File: config.mk
export PLATFORM = sky130hd
export DESIGN_NAME = mem_port_arbiter
export DESIGN_NICKNAME = d
export VERILOG_FILES = /design/src/rtl/mem_port_arbiter.sv
export SDC_FILE = /design/constraint.sdc
export NUM_CORES = 1
export LEC_CHECK = 0
export ABC_AREA = 0
export CAP_MARGIN = 30
export CORE_UTILIZATION = 30
export DETAILED_ROUTE_END_ITERATION = 8
export PLACE_DENSITY = 0.68
export SLEW_MARGIN = 5
export SYNTH_ARGS = -nofsm -noshare
export SYNTH_HDL_FRONTEND = slang
export SYNTH_SLANG_ARGS = --single-unit
File: constraint.sdc
create_clock -name clk -period 3.3 [get_ports clk]
set_clock_uncertainty 0.15 [all_clocks]
set_input_delay 0.66 -clock clk [delete_from_list [all_inputs] [get_ports clk]]
set_output_delay 0.66 -clock clk [all_outputs]
set_load 0.005 [all_outputs]
File: src/rtl/mem_port_arbiter.sv
// mem_port_arbiter
// Shares one single-port synchronous block RAM (one-cycle read latency) between
// the instruction-fetch requester and the data-access requester. At most one
// access is in flight. Each access takes three cycles:
//   IDLE (grant, drive RAM) -> ISSUE (RAM samples) -> WAIT_RD (capture, ack).
//
// Handshake: i_req/d_req are levels held until the matching one-cycle ack.
// The requester drops the request during its ack cycle. A request that is
// still high at the next IDLE sample starts a new access. Read data is held
// until the next ack of the same port. Write acks leave d_rdata unchanged.
//
// Configuration macro:
//   MEM_ARB_RR_EN  defined   -> round-robin on ties (last_owner register).
//                  undefined -> fixed priority, data port over fetch port.
//
// Ports:
//   clk, reset_n             clock, asynchronous active-low reset
//   i_req/i_addr             fetch request and byte address
//   i_ack/i_rdata            fetch completion pulse and fetched word
//   d_req/d_we/d_addr/d_wdata data request, direction, byte address, write data
//   d_ack/d_rdata            data completion pulse and read word
//   ram_en/ram_we/ram_addr/ram_wdata/ram_rdata  block RAM interface
//   busy                     high whenever the FSM is not in IDLE
//   misalign                 pulses with the ack if addr[1:0] != 0
//   state_dbg                current FSM state (IDLE=0, ISSUE=1, WAIT_RD=2)
module mem_port_arbiter #(
  parameter int ADDR_W = 10,
  parameter int DATA_W = 32
) (
  input  logic              clk,
  input  logic              reset_n,
  input  logic              i_req,
  input  logic [31:0]       i_addr,
  output logic              i_ack,
  output logic [DATA_W-1:0] i_rdata,
  input  logic              d_req,
  input  logic              d_we,
  input  logic [31:0]       d_addr,
  input  logic [DATA_W-1:0] d_wdata,
  output logic              d_ack,
  output logic [DATA_W-1:0] d_rdata,
  output logic              ram_en,
  output logic              ram_we,
  output logic [ADDR_W-1:0] ram_addr,
  output logic [DATA_W-1:0] ram_wdata,
  input  logic [DATA_W-1:0] ram_rdata,
  output logic              busy,
  output logic              misalign,
  output logic [1:0]        state_dbg
);

  localparam logic [1:0] IDLE    = 2'd0;
  localparam logic [1:0] ISSUE   = 2'd1;
  localparam logic [1:0] WAIT_RD = 2'd2;

  logic [1:0]  state;
  logic        owner_d;   // 1 = data port owns the access, 0 = fetch port
  logic        we_q;      // access in flight is a write
  logic        mis_q;     // granted address was misaligned
  logic        grant_d;
  logic        grant_i;
  logic [31:0] sel_addr;

  // Address bits above the RAM word range are intentionally ignored (wrap).
  logic unused_addr_bits;
  assign unused_addr_bits = ^{i_addr[31:ADDR_W+2], d_addr[31:ADDR_W+2]};

`ifdef MEM_ARB_RR_EN
  logic last_owner;       // 1 = data port was granted last, 0 = fetch port
  // On a tie the port that was not granted last wins; single requests win.
  assign grant_d = d_req & (~i_req | ~last_owner);
`else
  assign grant_d = d_req;
`endif
  assign grant_i  = i_req & ~grant_d;
  assign sel_addr = grant_d ? d_addr : i_addr;

  assign busy      = (state != IDLE);
  assign state_dbg = state;

  always_ff @(posedge clk or negedge reset_n) begin
    if (!reset_n) begin
      state     <= IDLE;
      owner_d   <= 1'b0;
      we_q      <= 1'b0;
      mis_q     <= 1'b0;
      i_ack     <= 1'b0;
      d_ack     <= 1'b0;
      misalign  <= 1'b0;
      i_rdata   <= '0;
      d_rdata   <= '0;
      ram_en    <= 1'b0;
      ram_we    <= 1'b0;
      ram_addr  <= '0;
      ram_wdata <= '0;
`ifdef MEM_ARB_RR_EN
      last_owner <= 1'b0;
`endif
    end else begin
      // Acks and misalign are single-cycle pulses.
      i_ack    <= 1'b0;
      d_ack    <= 1'b0;
      misalign <= 1'b0;
      case (state)
        IDLE: begin
          if (grant_d || grant_i) begin
            owner_d  <= grant_d;
            we_q     <= grant_d & d_we;
            mis_q    <= |sel_addr[1:0];
            ram_en   <= 1'b1;
            ram_we   <= grant_d & d_we;   // fetch port never writes
            ram_addr <= sel_addr[ADDR_W+1:2];
            if (grant_d) begin
              ram_wdata <= d_wdata;
            end
`ifdef MEM_ARB_RR_EN
            last_owner <= grant_d;
`endif
            state <= ISSUE;
          end
        end
        ISSUE: begin
          // RAM samples the command on this edge; read data follows next cycle.
          ram_en <= 1'b0;
          ram_we <= 1'b0;
          state  <= WAIT_RD;
        end
        WAIT_RD: begin
          if (owner_d) begin
            if (!we_q) begin
              d_rdata <= ram_rdata;
            end
            d_ack <= 1'b1;
          end else begin
            i_rdata <= ram_rdata;
            i_ack   <= 1'b1;
          end
          misalign <= mis_q;
          state    <= IDLE;
        end
        default: begin
          state <= IDLE;
        end
      endcase
    end
  end

endmodule

==> results of run 1 <==
-- layout by cell type (no fill, tap or decap), drive strengths merged --
cell,netlist,routed
clkbuf,2,26
a21o,1,1
clkdlybuf4s50,0,205
nand2,2,2
nor2b,1,1
inv,3,3
nor3,1,1
buf,12,10
mux2,97,97
clkinv,0,3
nor3b,1,1
mux2i,10,10
and3b,2,2
a32o,1,1
a21oi,1,1
and2,1,1
bufinv,0,2
a22o,1,1
or2b,1,1
o21ai,21,21
nor2,3,3
dfrtp,116,116
-- cells in the mapped netlist, types with 3 or more instances --
master / n
buf_12: 3
buf_4: 3
buf_6: 4
dfrtp_1: 116
inv_1: 3
mux2_2: 67
mux2_4: 30
mux2i_1: 10
nor2_1: 3
o21ai_0: 17
o21ai_1: 4
-- registers in the layout, summed over array words and instances (netlist names) --
signal,count
owner_d,1
ram_addr,10
i_ack,1
misalign,1
ram_wdata,32
d_ack,1
ram_en,1
mis_q,1
ram_we,1
we_q,1
i_rdata,32
state_dbg,2
d_rdata,32
-- metal layers --
| layer | track usage | share of wire | up-vias |
|---|---|---|---|
| met2 | 0.247 | 0.49 | 141 |
| met5 | 0 | 0 | - |
| met3 | 0.0676 | 0.094 | 15 |
| met1 | 0.173 | 0.41 | 1549 |
| met4 | 0.0516 | 0.012 | 0 |
| li1 | - | - | 1422 |
-- critical path, delay by kind of cell (launching register included) --
family / cells / cell delay [ns]
buf+inv: 2 / 0.81
flops: 1 / 0.49
simple gates: 1 / 0.11
-- final timing paths --
path	end	slack [ns]	cells after the start	start
setup / recovery	busy	0.68	3	state_dbg[0]
hold / removal	d_rdata[13]	0.19	1	reset_n
setup reg to reg	d_rdata[0]	1.21	4	state_dbg[0]
hold reg to reg	ram_en	0.32	2	ram_en
max in group asynchronous	ram_wdata[27]	1.92	2	reset_n
min in group clk	ram_en	0.32	2	ram_en
-- cells by family after synthesis --
logic type / count (synthesis) / share of synthesized area
multiplexers: 107 / 0.285
buffers and inverters: 17 / 0.0341
flip-flops: 116 / 0.633
AO/OA/AOI/OAI: 25 / 0.0298
AND/OR/NAND/NOR: 12 / 0.0180
-- per-stage QoR --
| step | power, mW | cells | hold slack [ns] | util |
|---|---|---|---|---|
| 6_report | 7.27 | 693 | 0.187 | 0.500 |
| 5_1_grt | 7.72 | 693 | 0.239 | 0.500 |
| 3_3_place_gp | 5.51 | 662 | 0.311 | 0.463 |
| 3_5_place_dp | 5.60 | 662 | 0.313 | 0.463 |
| 4_1_cts | 7.39 | 693 | 0.204 | 0.500 |
| 2_1_floorplan | 3.80 | 277 | 0.214 | - |
-- layout make-up --
class | count | area, um2 | share of cell area
Timing Repair Buffer | 215 | 2130 | 0.289
Sequential cell | 116 | 2900 | 0.395
Multi-Input combinational cell | 144 | 1530 | 0.208
Clock buffer | 26 | 479 | 0.0651
Inverter | 3 | 11.3 | 0.00153
Clock inverter | 5 | 75.1 | 0.0102
Tap cell | 184 | 230 | 0.0313
-- power by group through the flow --
stage | Combinational [mW] | Clock [mW] | Sequential (mW)
floorplan | 1.22 | 0 | 2.58
finish | 2.99 | 1.73 | 2.55
global route | 3.21 | 1.85 | 2.66
global placement | 2.98 | 0 | 2.53
CTS | 3.04 | 1.78 | 2.57
detailed placement | 3.03 | 0 | 2.57
==> flow_summary_export.csv, run 1 <==
group,metric,value,unit
outcome,status,"finished with violations",
outcome,failed_checks,"design-rule violations",
yosys,yosysTopAreaCell,"dfrtp_1",
placed_design,placed_area,6800,um2
pwr,switching_share,0.260,
grt,grt_util_all_layers,0.150,
yosys,yosys_warnings,0,
clocking,clk_path_buf_depth,2,
pwr,p_clk_frac,0.238,
timing,clock.fmax,382,MHz
detailed_routing,first_pass_iters,6,
grt,grt_pass1_vias,3481,
timing,period_needed,2.62,ns
clocking,post_cts_buffers,0,
detailed_routing,wl,11200,um
die,die-height,126,um
clocking,root_buffer,"clkbuf_16",
detailed_routing,ant_nets,0,
clocking,cts_tree,"yes",
clocking,cts.clk_slew.worst_paths,0.05,ns
placed_design,dp_hpwl,7790,um
clocking,clk_latency,0.40,ns
pwr,power_frac_comb,0.411,
timing,fin_tns_setup,0,ns
clocking,hold_buffers,0,
timing,finalSetupViolations,0,
setup_path,slowest_stage,"clkdlybuf4s50_1",
pwr,p_leak,3.12,nW
worst_hold_path,hold_class,"in2async",
yosys,synth_area_leaders,"dfrtp_1 63%, mux2_2 16%, mux2_4 9.8%",
yosys,synth_top_area_frac,0.633,
placed_design,pre_cts_ws,1.01,ns
finish,fin_area,7360,um2
clocking,cts_num_sinks,116,
placed_design,io_buffers,206,
yosys,ys_async_sr_fraction,1.00,
finish,drive_above_1_share,0.263,
yosys,ys_seq_area_frac,0.633,
yosys,synth-seq-cells,116,
timing,setup_slack,0.685,ns
placed_design,gp_congestion,0.729,
setup_path,worstPathCellList,"nor2_1 -> inv_1 -> clkdlybuf4s50_1",
timing,grt_setup_unrepaired,"false",
pwr,power.density,988,nW/um2
die,start_util,0.312,
die,die_w,126,um
clocking,htree_num_levels,4,
die,die_area,15800,um2
setup_path,required,2.49,ns
pwr,pwr-share-seq,0.351,
timing,worst_slew_pin_slew,0.793,ns
pwr,intPower,5.38,mW
die,rows,44,
yosys,synth_edf_count,0,
pwr,max-vdd-ir-drop,0.503,mV
detailed_routing,via_count,3127,
yosys,syn_nets,410,
finish,diodes,0,
setup_path,cp_max_fo,11,
setup_path,worstSetupStartpointType,"register",
detailed_routing,wl_per_cell,16.1,um
grt,grt_pass1_wl,18200,um
die,core_area,14700,um2
clocking,cts_made_buffers,17,
grt,grt_max_degree,61,
setup_path,cp_data_arrival_time,1.81,ns
detailed_routing,drc,13,
pwr,power_switching,1.89,mW
job,drv_cap,0,
yosys,ys.flop_type,"dfrtp_1",
setup_path,path_class,"reg2out",
timing,fin_crit_sh,0.793,
timing,final_hold_viol_count,0,
finish,fillers,1284,
grt,grt-ovfl-total,0,
finish,syn2layout_area_growth,60.5,%
yosys,netlist_instances,277,
die,pin_count,247,
timing,slew_violations,0,
setup_path,critPathCaptureType,"output port",
yosys,synth.distinct_cells,25,
timing,slew-limit-headroom,0.471,
detailed_routing,drt-initial-drc-count,102,
grt,antenna_found_initial,0,
detailed_routing,via_per_inst,4.51,
yosys,avgSynthCellArea,16.5,um2
yosys,netlist_area,4580,um2
finish,nNetsFinal,630,
setup_path,cpPeakStageDelay,0.57,ns
clocking,ctsResizeCount,0,
(Power assumes the default switching activity.)
==> run 2, diff against run 1 <==
Settings changed: PLACE_DENSITY 0.68 to 0.71.
Clock period 3.3 ns to 2.4 ns, I/O delays scaled along.
==> flow_summary_export.csv, run 2 (same netlist as run 1, synthesis figures left out) <==
group,metric,value,unit
clocking,post_cts_buffers,0,
detailed_routing,drc,13,
finish,instances_no_fill,696,
grt,grt_pass1_vias,3365,
job,drv_cap,0,
pwr,p_leak,3.15,nW
grt,grt_pass1_wl,17700,um
finish,drive_above_1_share,0.268,
finish,final_common_cell,"clkdlybuf4s50_1",
detailed_routing,wl,10800,um
setup_path,cp_max_fo,6,
die,rows,44,
detailed_routing,drt-initial-drc-count,77,
die,die-height,126,um
detailed_routing,wl_per_cell,15.5,um
placed_design,placed_area,6870,um2
timing,clock.fmax,448,MHz
setup_path,critPathCaptureType,"output port",
setup_path,cpPeakStageDelay,0.52,ns
setup_path,required,1.77,ns
timing,period_needed,2.23,ns
clocking,ctsResizeCount,0,
detailed_routing,first_pass_iters,6,
setup_path,cp_data_arrival_time,1.60,ns
worst_hold_path,hold_class,"reg2reg",
grt,grt_max_degree,61,
clocking,cts_made_buffers,17,
timing,setup_slack,0.167,ns
timing,grt_setup_unrepaired,"false",
finish,final_core_util,0.507,
die,pin_count,247,
timing,worst_slew_pin_slew,0.329,ns
grt,grt-ovfl-total,0,
placed_design,gp_congestion,0.723,
clocking,hold_buffers,1,
clocking,cts.clk_slew.worst_paths,0.05,ns
clocking,cts_tree,"yes",
finish,fin_area,7450,um2
detailed_routing,via_per_inst,4.50,
timing,timing.hold.ws,0.337,ns
clocking,clk_latency,0.40,ns
die,die_area,15800,um2
die,start_util,0.312,
grt,antenna_found_initial,0,
finish,mostFrequentLayoutCells,"205 x clkdlybuf4s50_1, 116 x dfrtp_1, 67 x mux2_2",
clocking,clk_path_buf_depth,2,
pwr,power.density,1350,nW/um2
timing,finalSetupViolations,0,
timing,fin_tns_setup,0,ns
setup_path,slowest_stage,"clkdlybuf4s50_1",
finish,diodes,0,
outcome,status,"finished with violations",
setup_path,path_class,"reg2out",
die,core_area,14700,um2
detailed_routing,via_count,3130,
setup_path,worstPathCellList,"nor2_1 -> inv_1 -> clkdlybuf4s50_1",
clocking,cts_num_sinks,116,
pwr,finalPower,10.1,mW
clocking,htree_num_levels,4,
timing,slew-limit-headroom,0.781,
finish,fillers,1231,
pwr,max-vdd-ir-drop,0.518,mV
outcome,failed_checks,"design-rule violations",
grt,grt_util_all_layers,0.146,
finish,reg_top3,"d_rdata: 32 flops, i_rdata: 32 flops, ram_wdata: 32 flops",
timing,fin_crit_sh,0.930,
placed_design,dp_hpwl,7620,um
detailed_routing,ant_nets,0,
placed_design,place_inst,663,
timing,final_hold_viol_count,0,
finish,syn2layout_area_growth,62.6,%
finish,nNetsFinal,632,
timing,slew_violations,0,
setup_path,worstSetupStartpointType,"register",
clocking,root_buffer,"clkbuf_16",
placed_design,io_buffers,206,
placed_design,pre_cts_ws,0.380,ns
die,die_w,126,um
## run 2: changes by cell type in the layout (fill, tap and decap cells not counted)
cell and change:
buf_4 -4, clkbuf_8 +4, clkinv_2 -1, clkbuf_1 -1
dlygate4sd3_1 +1, buf_12 +5, bufinv_16 -1
## run 2: worst paths after layout
check	from	to	slack (ns)	depth (start not counted)
max	state_dbg[0]	busy	0.17	3
max reg2reg	state_dbg[0]	d_rdata[31]	0.59	4
min in group asynchronous	reset_n	i_rdata[13]	0.49	3
min reg2reg	ram_en	ram_en	0.34	2
min	ram_en	ram_en	0.34	2
max in group asynchronous	reset_n	ram_wdata[29]	1.31	3
## run 2: where the power goes
group          switching, mW  internal [mW]
Sequential             0.553           2.96
Combinational           1.24           2.93
Clock                  0.812           1.59
Total                   2.61           7.47
## run 2: layer usage
layer	GRT usage	vias up	share of wire
li1	-	1432	-
met1	0.166	1535	0.41
met2	0.241	152	0.49
met3	0.0586	11	0.086
met4	0.0689	0	0.013
met5	0	-	0
## run 2: final cells by class
cell class / instances / area (um2) / share of cell area
Clock buffer: 29 / 531 / 0.0712
Clock inverter: 3 / 40.0 / 0.00537
Inverter: 3 / 11.3 / 0.00151
Multi-Input combinational cell: 144 / 1530 / 0.205
Sequential cell: 116 / 2900 / 0.390
Tap cell: 184 / 230 / 0.0309
Timing Repair Buffer: 217 / 2210 / 0.296
## run 2: worst max-delay path: cells and delay by family (launching register included)
| family | cells | cell delay (ns) |
|---|---|---|
| AND/OR/NAND/NOR | 1 | 0.10 |
| buffers and inverters | 2 | 0.64 |
| flip-flops | 1 | 0.47 |
==> run 3, diff against run 2 <==
Settings changed: PLACE_DENSITY 0.71 to 0.68.
Clock period 2.4 ns to 2.3 ns, I/O delays scaled along.
==> flow_summary_export.csv, run 3 (same netlist as run 1, synthesis figures left out) <==
group,metric,value,unit
detailed_routing,routed.top_layer,"met4",
finish,diodes,0,
clocking,cts_made_buffers,17,
worst_hold_path,hold_class,"in2async",
grt,grt-ovfl-total,0,
timing,final_hold_viol_count,0,
setup_path,r2r_cells,4,
die,die-height,126,um
timing,worst_slew_pin_slew,0.288,ns
detailed_routing,wirelength_met1,4520,um
placed_design,pre_cts_ws,0.267,ns
timing,fin_crit_sh,0.966,
setup_path,r2r_start,"state_dbg[0]",
grt,grt_util_all_layers,0.148,
detailed_routing,ant_nets,0,
timing,period_needed,2.22,ns
grt,grt_pass1_vias,3445,
setup_path,cp_data_arrival_time,1.61,ns
pwr,power.density,1440,nW/um2
detailed_routing,first_pass_iters,6,
clocking,clk_path_buf_depth,2,
pwr,max-vdd-ir-drop,0.707,mV
timing,grt_setup_unrepaired,"false",
detailed_routing,wl_per_cell,15.6,um
timing,setup_slack,0.0786,ns
detailed_routing,via_count,3134,
die,rows,44,
finish,fillers,1243,
die,core_area,14700,um2
die,die_area,15800,um2
finish,final_common_cell,"clkdlybuf4s50_1",
grt,antenna_found_initial,0,
die,pin_count,247,
grt,grt_max_degree,54,
outcome,status,"finished with violations",
setup_path,ff2ff_setup_slack,0.50,ns
setup_path,critPathCaptureType,"output port",
setup_path,required,1.69,ns
setup_path,worstReg2RegEnd,"d_rdata[0]",
timing,fin_tns_setup,0,ns
die,start_util,0.312,
detailed_routing,drt-initial-drc-count,94,
timing,slew_violations,0,
detailed_routing,dr_wl_met3,937,um
clocking,cts.clk_slew.worst_paths,0.05,ns
detailed_routing,via_per_inst,4.50,
finish,nNetsFinal,633,
finish,final_core_util,0.513,
clocking,cts_tree,"yes",
finish,reg_top3,"d_rdata: 32 flops, i_rdata: 32 flops, ram_wdata: 32 flops",
placed_design,gp_congestion,0.694,
timing,finalSetupViolations,0,
placed_design,io_buffers,206,
job,drv_cap,0,
timing,slew-limit-headroom,0.808,
setup_path,endpoint,"busy",
clocking,clk_latency,0.41,ns
clocking,root_buffer,"clkbuf_16",
setup_path,crit_start,"state_dbg[1]",
finish,mostFrequentLayoutCells,"205 x clkdlybuf4s50_1, 115 x dfrtp_1, 67 x mux2_2",
die,die_w,126,um
outcome,failed_checks,"design-rule violations",
clocking,post_cts_buffers,0,
finish,syn2layout_area_growth,64.5,%
placed_design,dp_hpwl,7680,um
clocking,htree_num_levels,4,
grt,grt_pass1_wl,17800,um
clocking,cts_num_sinks,116,
finish,drive_above_1_share,0.283,
detailed_routing,wl_met2,5300,um
setup_path,worstSetupStartpointType,"register",
placed_design,place_inst,664,
finish,instances_no_fill,697,
timing,clock.fmax,450,MHz
pwr,p_leak,3.20,nW
detailed_routing,drc,13,
detailed_routing,wl,10900,um
setup_path,cp_max_fo,6,
setup_path,path_class,"reg2out",
[run 3: layout make-up]
class | instances | area [um2] | area share
inverters | 3 | 11.3 | 0.00149
repair buffers | 218 | 2210 | 0.294
clock inverters | 9 | 148 | 0.0196
well taps | 184 | 230 | 0.0305
flip-flops and latches | 116 | 2900 | 0.385
clock buffers | 23 | 498 | 0.0661
multi-input cells | 144 | 1530 | 0.203
[run 3: report_power, final]
group | internal, mW | switching [mW]
registers | 3.09 | 0.577
clock network | 1.95 | 0.882
logic | 3.07 | 1.30
[run 3: worst min path at each step]
stage	end	cells past startpoint	slack, ns
3_5_place_dp	d_rdata[13]	1	0.21
6_report	d_rdata[18]	2	0.34
2_1_floorplan	d_ack	0	0.01
4_1_cts	d_rdata[13]	2	0.32
3_3_place_gp	d_rdata[13]	1	0.21
5_1_grt	i_rdata[20]	2	0.33
[run 3: layer usage]
layer | vias to the layer above | GRT usage
met2 | 135 | 0.242
met3 | 8 | 0.0702
met5 | - | 0
met4 | 0 | 0.0624
li1 | 1429 | -
met1 | 1562 | 0.167
[run 3: critical path, cell delays in order, from the launching register on]
cell	delay (ns)
dfrtp_1	0.45
nor2_2	0.20
inv_1	0.10
clkdlybuf4s50_1	0.45
[run 3: stage by stage]
| step | hold slack (ns) | area (um2) | power (mW) |
|---|---|---|---|
| floorplan | 0.0144 | 4580 | 5.45 |
| global placement | 0.207 | 6880 | 8.00 |
| detailed placement | 0.213 | 6880 | 8.12 |
| CTS | 0.317 | 7540 | 11.0 |
| global route | 0.326 | 7540 | 11.5 |
| finish | 0.335 | 7540 | 10.9 |
[run 3: timing repair]
action	in CTS	in global routing
hold buffers	1	0
endpoints found under the hold margin	17	0
resized for setup	1	1
endpoints found under the setup margin	1	1
